### src/rtl/relay_seq_pkg.sv
// ============================================================================
// Module : relay_seq_pkg
// Brief  : Shared state encoding, default timing and counter sizing for the
//          relay multiplexer sequencer.
// Rev    : 1.0  initial release
// ============================================================================
`default_nettype none

package relay_seq_pkg;

   typedef enum logic [1:0] {
      IDLE  = 2'd0,
      MAKE  = 2'd1,
      GRANT = 2'd2,
      BREAK = 2'd3
   } state_t;

   localparam int c_DEF_N          = 4;
   localparam int c_DEF_SETTLE_CYC = 3;
   localparam int c_DEF_BREAK_CYC  = 2;
   localparam int c_DEF_HOLD_MAX   = 0;

   // One width serves settle, break and hold counters alike.
   function automatic int cnt_width(input int s, input int b, input int h);
      int m;
      m = s;
      if (b > m) m = b;
      if (h > m) m = h;
      return $clog2(m + 1);
   endfunction

endpackage

`default_nettype wire

### src/rtl/relay_mux_sequencer_rr_arbiter.sv
// ============================================================================
// Module : rr_arbiter
// Brief  : Combinational round-robin pick, searching upward from i_ptr and
//          wrapping at N.
// Rev    : 1.0  initial release
// ============================================================================
`default_nettype none

module rr_arbiter
   import relay_seq_pkg::*;
#(
   parameter int N = c_DEF_N
) (
   input  logic [N-1:0]         i_req,
   input  logic [$clog2(N)-1:0] i_ptr,
   output logic                 o_valid,
   output logic [$clog2(N)-1:0] o_winner
);

   localparam int c_IW = $clog2(N);

   always_comb begin
      int                j;
      logic [c_IW-1:0]   w_idx;
      j        = 0;
      w_idx    = '0;
      o_valid  = |i_req;
      o_winner = '0;
      // Walk from the farthest offset down so the nearest requester wins last.
      for (int i = N - 1; i >= 0; i--) begin
         j = int'(i_ptr) + i;
         if (j >= N) j = j - N;
         w_idx = c_IW'(j);
         if (i_req[w_idx]) o_winner = w_idx;
      end
   end

endmodule

`default_nettype wire

### src/rtl/relay_mux_sequencer.sv
// ============================================================================
// Module : relay_mux_sequencer
// Brief  : Break-before-make sequencer sharing one analog node between N
//          relay-switched requesters, granting only after contact settle.
// Rev    : 1.0  initial release
// ============================================================================
`default_nettype none

module relay_mux_sequencer
   import relay_seq_pkg::*;
#(
   parameter int N          = c_DEF_N,
   parameter int SETTLE_CYC = c_DEF_SETTLE_CYC,
   parameter int BREAK_CYC  = c_DEF_BREAK_CYC,
   parameter int HOLD_MAX   = c_DEF_HOLD_MAX
) (
   input  logic                 clk,
   input  logic                 rst_n,
   input  logic [N-1:0]         req,
   output logic [N-1:0]         relay_on,
   output logic [N-1:0]         grant,
   output logic                 busy,
   output logic [$clog2(N)-1:0] owner
);

   localparam int c_IW = $clog2(N);
   localparam int c_CW = cnt_width(SETTLE_CYC, BREAK_CYC, HOLD_MAX);

   state_t            r_state, w_state_nxt;
   logic [c_CW-1:0]   r_cnt, w_cnt_nxt;
   logic [c_CW-1:0]   r_hold, w_hold_nxt, w_hold_inc;
   logic [c_IW-1:0]   r_ptr, w_ptr_nxt, w_ptr_adv;
   logic [c_IW-1:0]   r_owner, w_owner_nxt, w_win;
   logic [N-1:0]      r_relay_on, w_relay_on_nxt;
   logic [N-1:0]      r_grant, w_grant_nxt;
   logic [N-1:0]      w_own_oh, w_own_oh_nxt;
   logic              r_busy, w_busy_nxt;
   logic              w_valid, w_own_req, w_others, w_release;

   rr_arbiter #(.N(N)) u_arb (
      .i_req    (req),
      .i_ptr    (r_ptr),
      .o_valid  (w_valid),
      .o_winner (w_win)
   );

   assign w_own_oh   = {{(N-1){1'b0}}, 1'b1} << r_owner;
   assign w_own_req  = |(req & w_own_oh);
   assign w_others   = |(req & ~w_own_oh);
   assign w_ptr_adv  = (int'(r_owner) == N - 1) ? '0 : r_owner + 1'b1;
   assign w_hold_inc = (&r_hold) ? r_hold : r_hold + 1'b1;
   // Preemption counts the current granted cycle, so HOLD_MAX cycles are served.
   assign w_release  = !w_own_req ||
                       ((HOLD_MAX > 0) && (int'(w_hold_inc) >= HOLD_MAX) && w_others);

   always_ff @(posedge clk or negedge rst_n) begin
      if (!rst_n) begin
         r_state    <= IDLE;
         r_cnt      <= '0;
         r_hold     <= '0;
         r_ptr      <= '0;
         r_owner    <= '0;
         r_relay_on <= '0;
         r_grant    <= '0;
         r_busy     <= 1'b0;
      end else begin
         r_state    <= w_state_nxt;
         r_cnt      <= w_cnt_nxt;
         r_hold     <= w_hold_nxt;
         r_ptr      <= w_ptr_nxt;
         r_owner    <= w_owner_nxt;
         r_relay_on <= w_relay_on_nxt;
         r_grant    <= w_grant_nxt;
         r_busy     <= w_busy_nxt;
      end
   end

   always_comb begin
      w_state_nxt = r_state;
      w_cnt_nxt   = r_cnt;
      w_hold_nxt  = r_hold;
      w_ptr_nxt   = r_ptr;
      w_owner_nxt = r_owner;
      case (r_state)
         IDLE: begin
            if (w_valid) begin
               w_state_nxt = MAKE;
               w_owner_nxt = w_win;
               w_cnt_nxt   = c_CW'(SETTLE_CYC - 1);
            end
         end
         MAKE: begin
            if (!w_own_req) begin
               w_state_nxt = BREAK;
               w_cnt_nxt   = c_CW'(BREAK_CYC - 1);
               w_ptr_nxt   = w_ptr_adv;
            end else if (r_cnt == '0) begin
               w_state_nxt = GRANT;
               w_hold_nxt  = '0;
            end else begin
               w_cnt_nxt = r_cnt - 1'b1;
            end
         end
         GRANT: begin
            w_hold_nxt = w_hold_inc;
            if (w_release) begin
               w_state_nxt = BREAK;
               w_cnt_nxt   = c_CW'(BREAK_CYC - 1);
               w_ptr_nxt   = w_ptr_adv;
               w_hold_nxt  = '0;
            end
         end
         BREAK: begin
            if (r_cnt == '0) w_state_nxt = IDLE;
            else             w_cnt_nxt   = r_cnt - 1'b1;
         end
         default: w_state_nxt = IDLE;
      endcase
   end

   // Outputs are decoded from next state and registered so coil drive never glitches.
   always_comb begin
      w_own_oh_nxt   = {{(N-1){1'b0}}, 1'b1} << w_owner_nxt;
      w_relay_on_nxt = '0;
      w_grant_nxt    = '0;
      w_busy_nxt     = (w_state_nxt != IDLE);
      if (w_state_nxt == MAKE || w_state_nxt == GRANT) w_relay_on_nxt = w_own_oh_nxt;
      if (w_state_nxt == GRANT)                         w_grant_nxt    = w_own_oh_nxt;
   end

   assign relay_on = r_relay_on;
   assign grant    = r_grant;
   assign busy     = r_busy;
   assign owner    = r_owner;

endmodule

`default_nettype wire

### config.mk
export PLATFORM = sky130hd
export DESIGN_NAME = relay_mux_sequencer
export DESIGN_NICKNAME = d
export VERILOG_FILES = /design/src/rtl/relay_seq_pkg.sv /design/src/rtl/relay_mux_sequencer_rr_arbiter.sv /design/src/rtl/relay_mux_sequencer.sv
export SDC_FILE = /design/constraint.sdc
export NUM_CORES = 1
export LEC_CHECK = 0
export ABC_AREA = 1
export BUFFER_PORTS_ARGS = -buffer_cell sky130_fd_sc_hd__buf_2
export CORE_MARGIN = 5
export CORE_UTILIZATION = 40
export CTS_BUF_LIST = sky130_fd_sc_hd__clkbuf_8
export DETAILED_ROUTE_END_ITERATION = 7
export PLACE_DENSITY_LB_ADDON = 0.12
export SLEW_MARGIN = 40
export SYNTH_ARGS = -nofsm -noshare
export SYNTH_HDL_FRONTEND = slang
export SYNTH_HIERARCHICAL = 1
export SYNTH_SLANG_ARGS = --single-unit
### constraint.sdc
create_clock -name clk -period 4.85 [get_ports clk]
set_clock_uncertainty 0.1 [all_clocks]
set_input_delay 0 -clock clk [delete_from_list [all_inputs] [get_ports clk]]
set_output_delay 0 -clock clk [all_outputs]
set_load 0.02 [all_outputs]
==> metrics <==
run status=complete, no violations; Slew HR=76.6%; die area=0.00403 sq mm; Hold Fails Final Rpt=0; P per Cell Area=724 mW/mm^2; CP startpoint kind=register; Placer Congestion=0.803; CTS clk-pin slew, worst paths=0.06 ns; TNS Setup=0 ns; clock power share=10.4%; vias per cell=4.65; gate count after technology mapping=157; commonest cells after routing, fill and taps aside=49 x nand2_1, 21 x inv_1, 18 x nor2_1; vias in the first global route=975; Max Root-Sink Buffers=2; drt pass-1 iters=4; DR DRC count=0; Total Wirelength=2220 um; worst min path class=input port to async pin; multi-input logic area=624 sq um; required time worst endpoint=4.92 ns; FP Rows=19; layout cells sized above 1=21.9%; largest net degree at the start of global routing=18; first-pass GRT wire length=3810 um; Mean Syn Cell Area=7.28 sq um; area growth from synthesis to layout=15.3%; Die Height=63.5 um; Sequential Area=425 sq um; Combinational Power Share=63.8%; Starting Density=41.5%; H-tree Lvls=1; global route overflow=0; dpl hpwl=1860 um; initial antenna violation count=0; RSZ-0062 raised after global routing=no; io pins=17; Slowest-stage cell, CP=dfrtp_1; critical path type=register to register; Post-Syn Area=0.00114 sq mm; CP Cell Sequence=inv_1 > ha_1 > nand2_1 > nand2_4 > nor2_8 > inv_2 > nand2_2 > nand2_2 > nor2_2 > ha_1 > nor2_1; CP arrival=1.96 ns; Total GRT Usage=11.7%; Setup violations, final=0; via count=972; Peak Freq=529 MHz; Worst-Margin Slew=0.352 ns; Num CTS Buffers=3; Max Cap Viol=0; Seq cells post-synth=17; Sink Count=17; post-synthesis sequential area ratio=37.2%; worst-path maximum fanout=5; Slew Limit Fails=0; Pwr Total=0.955 mW; post_cts resized=0; Root Buffer=clkbuf_8; most common cell after layout, fill and taps aside=nand2_1; CTS tree=yes; internal cell power=0.466 mW; core area=0.00276 sq mm; Net Count, Synth=174; crit path from=owner[0]; Switching Fraction=51.2%; Reg power frac=25.8%; Final Critical Period=1.89 ns; average wire per standard cell=10.6 um; IO buf count=16; Worst R2R Start=owner[0]; post-synthesis cell type count=18; Die Wd=63.5 um; DRT iter0 DRCs=67; Filler cells=276; CP endpoint kind=register; nets=196; ANT cells=0; Sw Pwr=0.489 mW; maximum vdd drop=0.465 mV; final worst path period share=39.0%; Crit path largest cell delay=0.41 ns; clk_lat worst skew=0.24 ns; Synth Warn #=6; leak pwr=0.771 nW; Post-DRT Antenna Nets=0; r2r setup slk=2.96 ns
cell usage after synthesis, drive strengths merged:
cell   count  share of area, %
nand4      1              0.55
nand3     10               4.4
nor2      23               9.8
dfrtp     17                37
a21oi      2              0.88
o21ai      9               4.6
nand2     57                21
or2        1              0.55
inv       25               8.2
ha        11                12
nor3       1              0.44
per-stage QoR:
| step | cells | setup WS [ns] | util [%] | area [sq um] | hold slack, ns |
|---|---|---|---|---|---|
| global route | 209 | 2.79 | 47.8 | 1320 | 0.150 |
| CTS | 209 | 2.93 | 47.8 | 1320 | 0.0972 |
| finish | 209 | 2.96 | 47.8 | 1320 | 0.102 |
| detailed placement | 204 | 2.94 | 45.8 | 1260 | -0.170 |
| floorplan | 157 | 2.98 | - | 1140 | -0.396 |
| global placement | 204 | 3.01 | 45.8 | 1260 | -0.174 |
worst max-delay path, delay by kind of cell (launching register included):
family,cells,cell delay [ns]
AND/OR/NAND/NOR,7,0.66
adder cells (fa/ha/maj),2,0.49
flip-flops,1,0.41
buffers and inverters,2,0.17
power by group through the flow:
| stage | clock network (mW) | registers [mW] | logic, mW |
|---|---|---|---|
| floorplan | 0 | 0.280 | 0.441 |
| global placement | 0 | 0.245 | 0.609 |
| detailed placement | 0 | 0.248 | 0.616 |
| CTS | 0.104 | 0.246 | 0.619 |
| global route | 0.111 | 0.256 | 0.690 |
| finish | 0.0990 | 0.246 | 0.609 |
sequential cells by signal (all words and copies together) (netlist names):
register / count
r_state: 2
busy: 1
r_cnt: 2
relay_on: 4
r_ptr: 2
owner: 2
grant: 4
final timing paths:
kind,endpoint,cells past startpoint
worst min-delay path,grant[2],2
worst max-delay path,relay_on[1],11
worst min register to register,r_cnt[1],2
worst max register to register,relay_on[1],11
max in group asynchronous,relay_on[3],2
min in group clk,r_state[0],6
final cells by class:
cell class	count	share of cell area, %
clock buffer	3	3.13
clock inverter	1	0.380
inverter	25	7.12
multi-input combinational	115	47.3
sequential	17	32.3
tap	31	2.94
timing repair buffer	17	6.83
layer usage:
metal	up-vias	routed length, um	track usage (%)
li1	520	-	-
met1	442	1020	13.1
met2	8	1120	21.4
met3	2	73	2.49
met4	0	10	3.90
met5	-	0	0
logic make-up after synthesis:
logic type / share of synthesized area [%]
simple gates: 37.1
buf+inv: 8.21
flops: 37.2
compound gates: 5.47
fa+ha+maj: 12.0
what timing repair did:
item                      CTS  global route
hold buffers                1             0
setup buffers               0             0
hold endpoints to repair   17             0
Note: power is estimated with default switching activity, not from simulation.
